[src/rtl/scan_138_ctrl.sv]
// Scan controller for a 74x138-style 3-to-8 decoder: it walks the enabled channels,
// holding the decoder disabled for a blanking period before enabling each channel.
module scan_138_ctrl #(
  parameter int DWELL_W = 8
) (
  input  logic               clk_i,
  input  logic               rst_i,
  input  logic               start_i,
  input  logic               stop_i,
  input  logic [DWELL_W-1:0] dwell_i,
  input  logic [3:0]         blank_i,
  input  logic [7:0]         chan_mask_i,
  output logic               select_a_o,
  output logic               select_b_o,
  output logic               select_c_o,
  output logic               g1_en_o,
  output logic               g2a_en_n_o,
  output logic               g2b_en_n_o,
  output logic [2:0]         chan_o,
  output logic               busy_o,
  output logic               frame_done_o
);

  typedef enum logic [1:0] {IDLE, BLANK, ACTIVE} state_t;

  state_t             state;
  logic [2:0]         chan;
  logic [DWELL_W-1:0] dwell_q;
  logic [3:0]         blank_q;
  logic [7:0]         mask_q;
  logic [DWELL_W-1:0] dwell_cnt;
  logic [3:0]         blank_cnt;
  logic               g1_en;
  logic               busy;
  logic               frame_done;
  logic [2:0]         nxt_chan;
  logic               wrap;

  function automatic logic [2:0] lowest_bit(input logic [7:0] mask);
    logic [2:0] idx;
    idx = 3'd0;
    for (int i = 7; i >= 0; i--)
      if (mask[i]) idx = 3'(i);
    return idx;
  endfunction

  // Searching from the farthest offset down lets the nearest set bit win; a lone
  // channel finds nothing and keeps its own index, which then counts as a wrap.
  function automatic logic [2:0] next_chan(input logic [7:0] mask, input logic [2:0] cur);
    logic [2:0] idx;
    logic [2:0] cand;
    idx = cur;
    for (int i = 7; i >= 1; i--) begin
      cand = cur + 3'(i);
      if (mask[cand]) idx = cand;
    end
    return idx;
  endfunction

  always_comb begin
    nxt_chan = next_chan(mask_q, chan);
    wrap     = (nxt_chan <= chan);
  end

  always_ff @(posedge clk_i) begin
    if (rst_i) begin
      state      <= IDLE;
      chan       <= 3'd0;
      dwell_q    <= '0;
      blank_q    <= 4'd0;
      mask_q     <= 8'd0;
      dwell_cnt  <= '0;
      blank_cnt  <= 4'd0;
      g1_en      <= 1'b0;
      busy       <= 1'b0;
      frame_done <= 1'b0;
    end else begin
      frame_done <= 1'b0;
      case (state)
        IDLE: begin
          if (start_i && !stop_i && (chan_mask_i != 8'd0)) begin
            dwell_q   <= dwell_i;
            blank_q   <= blank_i;
            mask_q    <= chan_mask_i;
            chan      <= lowest_bit(chan_mask_i);
            blank_cnt <= 4'd0;
            busy      <= 1'b1;
            state     <= BLANK;
          end
        end
        BLANK: begin
          if (stop_i) begin
            state <= IDLE;
            busy  <= 1'b0;
            g1_en <= 1'b0;
          end else if (blank_cnt == blank_q) begin
            dwell_cnt <= '0;
            g1_en     <= 1'b1;
            state     <= ACTIVE;
          end else begin
            blank_cnt <= blank_cnt + 4'd1;
          end
        end
        ACTIVE: begin
          if (stop_i) begin
            state <= IDLE;
            busy  <= 1'b0;
            g1_en <= 1'b0;
          end else if (dwell_cnt == dwell_q) begin
            chan       <= nxt_chan;
            frame_done <= wrap;
            blank_cnt  <= 4'd0;
            g1_en      <= 1'b0;
            state      <= BLANK;
          end else begin
            dwell_cnt <= dwell_cnt + 1'b1;
          end
        end
        default: begin
          state <= IDLE;
          busy  <= 1'b0;
          g1_en <= 1'b0;
        end
      endcase
    end
  end

  // Select lines follow chan directly so the address is already stable during BLANK.
  assign chan_o       = chan;
  assign select_a_o   = chan[0];
  assign select_b_o   = chan[1];
  assign select_c_o   = chan[2];
  assign g1_en_o      = g1_en;
  assign g2a_en_n_o   = ~g1_en;
  assign g2b_en_n_o   = ~g1_en;
  assign busy_o       = busy;
  assign frame_done_o = frame_done;

endmodule

[config.mk]
export PLATFORM = sky130hd
export DESIGN_NAME = scan_138_ctrl
export DESIGN_NICKNAME = d
export VERILOG_FILES = /design/src/rtl/scan_138_ctrl.sv
export SDC_FILE = /design/constraint.sdc
export NUM_CORES = 1
export LEC_CHECK = 0
export CAP_MARGIN = 20
export CORE_MARGIN = 4
export CORE_UTILIZATION = 45
export CTS_BUF_LIST = sky130_fd_sc_hd__clkbuf_8
export DETAILED_ROUTE_END_ITERATION = 6
export GPL_TIMING_DRIVEN = 0
export PLACE_DENSITY = 0.63
export SETUP_SLACK_MARGIN = 0.02
export SLEW_MARGIN = 30
export SYNTH_ARGS = -nofsm -noshare
export SYNTH_HDL_FRONTEND = slang
export SYNTH_SLANG_ARGS = --single-unit
[constraint.sdc]
create_clock -name clk_i -period 3.9 [get_ports clk_i]
set_clock_uncertainty 0.05 [all_clocks]
set_input_delay 0.585 -clock clk_i [delete_from_list [all_inputs] [get_ports clk_i]]
set_output_delay 0.585 -clock clk_i [all_outputs]
set_load 0.02 [all_outputs]
==> impl_metrics.py, run 1 <==
metrics = {
    "synth": {
        "synth-edff-count": 0,
        "syn_inst": 340,
        "synthArstFlopShare": 0,
        "syn_nets": 375,
        "ys_types": 62,
        "ys_ff_latch": 40,
        "syn_area_per_cell_um2": 8.58,
        "yosysSeqAreaShare": 0.274,
        "synth_warnings": 0,
        "synth_flop_cell": "dfxtp_1",
        "synth_area_um2": 2920,
    },
    "worst_setup_path": {
        "worst-path-max-fanout": 10,
        "crit_type": "flop to flop",
        "crit_end": "frame_done_o",
        "reg2reg_depth": 14,
        "cp-end-kind": "flop",
        "start_kind": "flop",
        "r2r-end": "frame_done_o",
        "arrival_ps": 3700,
        "cp.required_ps": 4050,
        "cp-startpoint": "chan_o[1]",
        "r2r_setup_slack_ps": 350,
        "timing.rr.start": "chan_o[1]",
    },
    "clock_tree": {
        "clkLatencyLatePin_ps": 290,
        "numCtsBuffers": 5,
        "cts_tree": "built",
        "cts_max_path_buffers": 2,
        "htree_num_levels": 2,
        "clk_pin_slew_ps": 80,
        "clock-sinks": 40,
        "cts-root-buf": "clkbuf_8",
        "hold_buffers": 0,
    },
    "final_layout": {
        "diodes": 0,
        "final-seq-area_um2": 805,
        "multi_input_area_um2": 1960,
        "syn_to_final_growth_pct": 20.8,
        "fill_cells": 592,
        "drive_above_1_share": 0.154,
        "design_area_um2": 3530,
        "mostFrequentLayoutCells": "nand2_1 (60), dfxtp_1 (39), a21oi_1 (37)",
        "layout.nets": 418,
        "utilization": 0.558,
        "final_common_cell": "nand2_1",
        "fin_cells": 461,
    },
    "detailed_routing": {
        "first_iter_violations": 95,
        "drtAntennaViolNets": 0,
        "vias": 2612,
        "wl_mm": 7.09,
        "dr.pass1.iters": 4,
        "wl_per_cell_um": 15.4,
        "drcViolationCount": 0,
        "vias_per_cell": 5.67,
    },
    "sta": {
        "min_period_over_period": 0.910,
        "fmax_mhz": 282,
        "rsz0062_at_grt": "false",
        "finalMaxSlewViolations": 0,
        "tns_ps": 0,
        "min_period_ps": 3550,
        "timing.slew.headroom": 0.540,
        "worst_slew_pin_slew_ps": 685,
        "setup_viol": 0,
        "finalHoldViolCount": 0,
    },
    "global_routing": {
        "grt_pass1_wl_mm": 12.0,
        "antenna_found_initial": 0,
        "grt_pass1_vias": 2580,
        "globalRoute.totalOverflow": 0,
        "grt_max_degree": 13,
        "grt_util_all_layers": 0.195,
    },
    "place": {
        "hpwl_mm": 5.37,
        "portBuffers": 33,
        "dp.cells": 450,
        "placed_area_um2": 3340,
        "globalplace.congestion": 0.916,
    },
    "floorplan": {
        "fp-row-count": 29,
        "io_pins": 35,
        "die_x_um": 88.5,
        "initial_core_util": 0.462,
        "die_height_um": 88.5,
        "die_area_um2": 7840,
        "core_um2": 6310,
    },
    "hold_path": {
        "hold_depth": 2,
        "hold_path_class": "flop to flop",
        "worstHoldStart": "dwell_q[7]",
    },
    "power": {
        "p_leak_nw": 1.40,
        "power_density_nw_per_um2": 598,
        "ir_worst_vdd_uv": 326,
        "power_mw": 2.11,
    },
    "job": {
        "max_cap_violations": 0,
    },
    "outcome": {
        "status": "complete, no violations",
    },
}
==> per-layer routing <==
layer,track usage,wire [um],vias up,share of wire
met5,0,0,-,0
met4,0.0591,114,0,0.016
met3,0.0335,308,12,0.043
met2,0.336,3440,61,0.49
met1,0.249,3230,1231,0.46
li1,-,-,1308,-
==> stage by stage <==
step / hold WS, ps / setup slack [ps]
6_report: 421 / 350
4_1_cts: 422 / 92.5
3_3_place_gp: 407 / -323
2_1_floorplan: 398 / 177
5_1_grt: 443 / 54.1
3_5_place_dp: 411 / -315
==> registers in the layout, indices dropped and copies added, names as in the netlist <==
register and flops:
blank_cnt 4, blank_q 4, busy_o 1, chan_o 3
dwell_cnt 8, dwell_q 8, frame_done_o 1, g1_en_o 1
mask_q 8, state 2
==> synthesized netlist by cell type (2+ instances only) <==
library cell,count,area share
nor2_1,20,0.026
inv_2,2,0.0026
clkbuf_1,7,0.0090
nand2_1,60,0.077
a21o_1,4,0.010
mux2i_4,2,0.015
mux4_2,8,0.062
o2bb2ai_1,2,0.0060
mux2_2,3,0.012
xor2_1,19,0.057
a211oi_1,8,0.021
buf_2,2,0.0034
nand3_1,9,0.015
a21oi_1,37,0.063
nor2b_1,2,0.0043
nor3_1,3,0.0051
and2_1,4,0.0086
o22ai_1,2,0.0043
a221oi_1,2,0.0060
nor4_2,3,0.013
nand4_1,4,0.0086
dfxtp_1,40,0.27
o211ai_1,2,0.0051
o21ai_1,3,0.0051
mux4_1,3,0.027
ha_1,11,0.047
a22oi_1,2,0.0051
mux2i_1,9,0.031
buf_4,5,0.013
xnor2_1,2,0.0060
a31oi_1,2,0.0043
o21ai_0,7,0.012
or2_2,4,0.0086
nand3b_1,2,0.0051
or3_1,3,0.0064
inv_1,16,0.021
==> where the power goes <==
part	switching (mW)	internal (mW)	total (mW)
clock	0.145	0.226	0.371
combinational	0.658	0.547	1.21
sequential	0.0667	0.464	0.531
total	0.870	1.24	2.11
==> how the worst min path moves through the flow <==
| stage | endpoint | slack, ps |
|---|---|---|
| after CTS | dwell_q[4] | 420 |
| after floorplan | blank_q[2] | 400 |
| after global placement | dwell_q[3] | 410 |
| after global routing | dwell_q[4] | 440 |
| after detailed placement | dwell_q[4] | 410 |
| final | dwell_q[7] | 420 |
==> critical path, stage by stage, from the launching register on <==
cell and delay, ps:
dfxtp_4 410, clkbuf_4 220, inv_1 160, ha_4 330, mux4_2 590, buf_4 180, mux2i_4 240, o21ai_0 140
o22ai_1 170, o21ai_1 110, ha_1 300, a21o_1 160, a21oi_1 140, a31oi_1 70, nor4_1 180
==> final cells by class <==
type,count,area share
multi-input combinational,265,0.556
buffer,17,0.0330
clock buffer,7,0.0273
inverter,18,0.0192
clock inverter,1,0.00852
tap,77,0.0273
timing repair buffer,36,0.100
sequential,40,0.228
==> kinds of logic (layout without fill, tap and decap cells) <==
family,count (synthesis),after routing,share of synthesized area
mux,26,26,0.152
simple gates,120,120,0.199
compound gates,86,86,0.198
buf+inv,35,79,0.0605
fa+ha+maj,11,11,0.0472
flops,40,40,0.274
xor+xnor,22,22,0.0686
==> repair_timing <==
item | 4_1_cts | 5_1_grt
resized for setup | 5 | 6
setup buffers | 0 | 3
setup endpoints to repair | 1 | 1
(Power assumes the default switching activity.)
==> inputs of run 2 (changes only) <==
Settings changed: CTS_BUF_LIST sky130_fd_sc_hd__clkbuf_8 to unset, GPL_ROUTABILITY_DRIVEN set to 0.
==> results of run 2 <==
Final layout, timing and power as in run 1 (identical DEF).
==> inputs of run 3 (changes only) <==
Clock period 3.9 ns to 4.38 ns, I/O delays scaled along.
==> impl_metrics.py, run 3 (synthesized netlist as in run 1, its figures left out) <==
metrics = {
    "outcome": {
        "status": "complete, no violations",
    },
    "final_layout": {
        "drive_above_1_share": 0.139,
        "reg_top3": "dwell_cnt: 8 flops, dwell_q: 8 flops, mask_q: 8 flops",
        "fin_cells": 458,
        "mostFrequentLayoutCells": "nand2_1 (60), dfxtp_1 (39), a21oi_1 (37)",
        "diodes": 0,
        "design_area_um2": 3470,
        "utilization": 0.550,
        "layout.nets": 415,
        "syn_to_final_growth_pct": 19.1,
        "final_common_cell": "nand2_1",
    },
    "place": {
        "placed_area_um2": 3340,
        "hpwl_mm": 5.37,
        "portBuffers": 33,
        "preCtsSetupSlack_ps": 165,
        "dp.cells": 450,
    },
    "detailed_routing": {
        "wl_mm": 6.94,
        "vias_per_cell": 5.66,
        "drcViolationCount": 0,
        "vias": 2594,
        "dr.pass1.iters": 4,
        "first_iter_violations": 123,
        "drtAntennaViolNets": 0,
        "wl_per_cell_um": 15.2,
    },
    "worst_setup_path": {
        "cp-end-kind": "flop",
        "worst-path-max-fanout": 10,
        "arrival_ps": 4080,
        "cp.required_ps": 4530,
        "start_kind": "flop",
        "crit_type": "flop to flop",
    },
    "global_routing": {
        "antenna_found_initial": 0,
        "grt_pass1_wl_mm": 12.0,
        "top_usage_layer": "met2",
        "globalRoute.totalOverflow": 0,
        "grt_util_all_layers": 0.195,
        "gr-usage-met3": 0.0326,
        "grt_max_degree": 13,
        "grt_pass1_vias": 2550,
        "gr-usage-met1": 0.251,
        "met2_usage": 0.334,
    },
    "floorplan": {
        "die_area_um2": 7840,
        "die_height_um": 88.5,
        "die_x_um": 88.5,
        "core_um2": 6310,
        "fp-row-count": 29,
        "io_pins": 35,
        "initial_core_util": 0.462,
    },
    "sta": {
        "hold_ws_ps": 421,
        "setup_viol": 0,
        "finalMaxSlewViolations": 0,
        "finalHoldViolCount": 0,
        "fmax_mhz": 255,
        "tns_ps": 0,
        "timing.slew.headroom": 0.527,
        "fin_ws_ps": 456,
        "worst_slew_pin_slew_ps": 704,
        "min_period_ps": 3920,
        "min_period_over_period": 0.896,
        "rsz0062_at_grt": "false",
    },
    "clock_tree": {
        "htree_num_levels": 2,
        "cts_tree": "built",
        "clkLatencyLatePin_ps": 290,
        "cts_max_path_buffers": 2,
        "hold_buffers": 0,
        "clk_pin_slew_ps": 80,
        "numCtsBuffers": 5,
        "clock-sinks": 40,
        "cts-root-buf": "clkbuf_8",
    },
    "power": {
        "p_leak_nw": 1.38,
        "power_density_nw_per_um2": 530,
        "ir_worst_vdd_uv": 272,
        "power_mw": 1.84,
    },
    "job": {
        "max_cap_violations": 0,
    },
    "hold_path": {
        "hold_path_class": "flop to flop",
    },
}
## run 3: final cells by class
type / count / area (um^2)
Fill cell: 598 / 2840
Multi-Input combinational cell: 265 / 1940
Sequential cell: 40 / 802
Timing Repair Buffer: 33 / 330
Buffer: 17 / 111
Clock buffer: 7 / 96.3
Tap cell: 77 / 96.3
Inverter: 18 / 67.6
Clock inverter: 1 / 30.0
## run 3: worst paths after layout
path              startpoint            to  slack [ps]  cells after the start
hold / removal    dwell_q[7]    dwell_q[7]         420                      2
setup reg to reg   chan_o[1]  frame_done_o         460                     14
setup / recovery   chan_o[1]  frame_done_o         460                     14
hold reg to reg   dwell_q[7]    dwell_q[7]         420                      2
## run 3: report_power, final
group | leakage [nW] | total (mW) | internal [mW] | switching (mW)
combinational | 0.992 | 1.04 | 0.461 | 0.577
sequential | 0.325 | 0.472 | 0.413 | 0.0594
clock | 0.0645 | 0.330 | 0.201 | 0.129
## run 3: repair_timing
action                     CTS  global route
setup endpoints to repair    0             1
gates resized for setup      0             4
buffers inserted             0             0
## run 3: per-layer routing
| metal | share of wire | vias up | wire length (um) |
|---|---|---|---|
| li1 | - | 1305 | - |
| met4 | 0.017 | 0 | 119 |
| met1 | 0.46 | 1223 | 3220 |
| met3 | 0.039 | 12 | 274 |
| met5 | 0 | - | 0 |
| met2 | 0.48 | 54 | 3330 |
## run 3: critical path: stages, from the launching register on
cell and delay (ps):
dfxtp_2 440, clkbuf_2 270, inv_1 170, ha_1 390
mux4_1 710, mux2i_1 320, nand2_1 90, a21o_1 180
a21oi_1 240, o21ai_1 130, ha_1 300, a21o_1 160
a21oi_1 140, a31oi_1 60, nor4_1 180
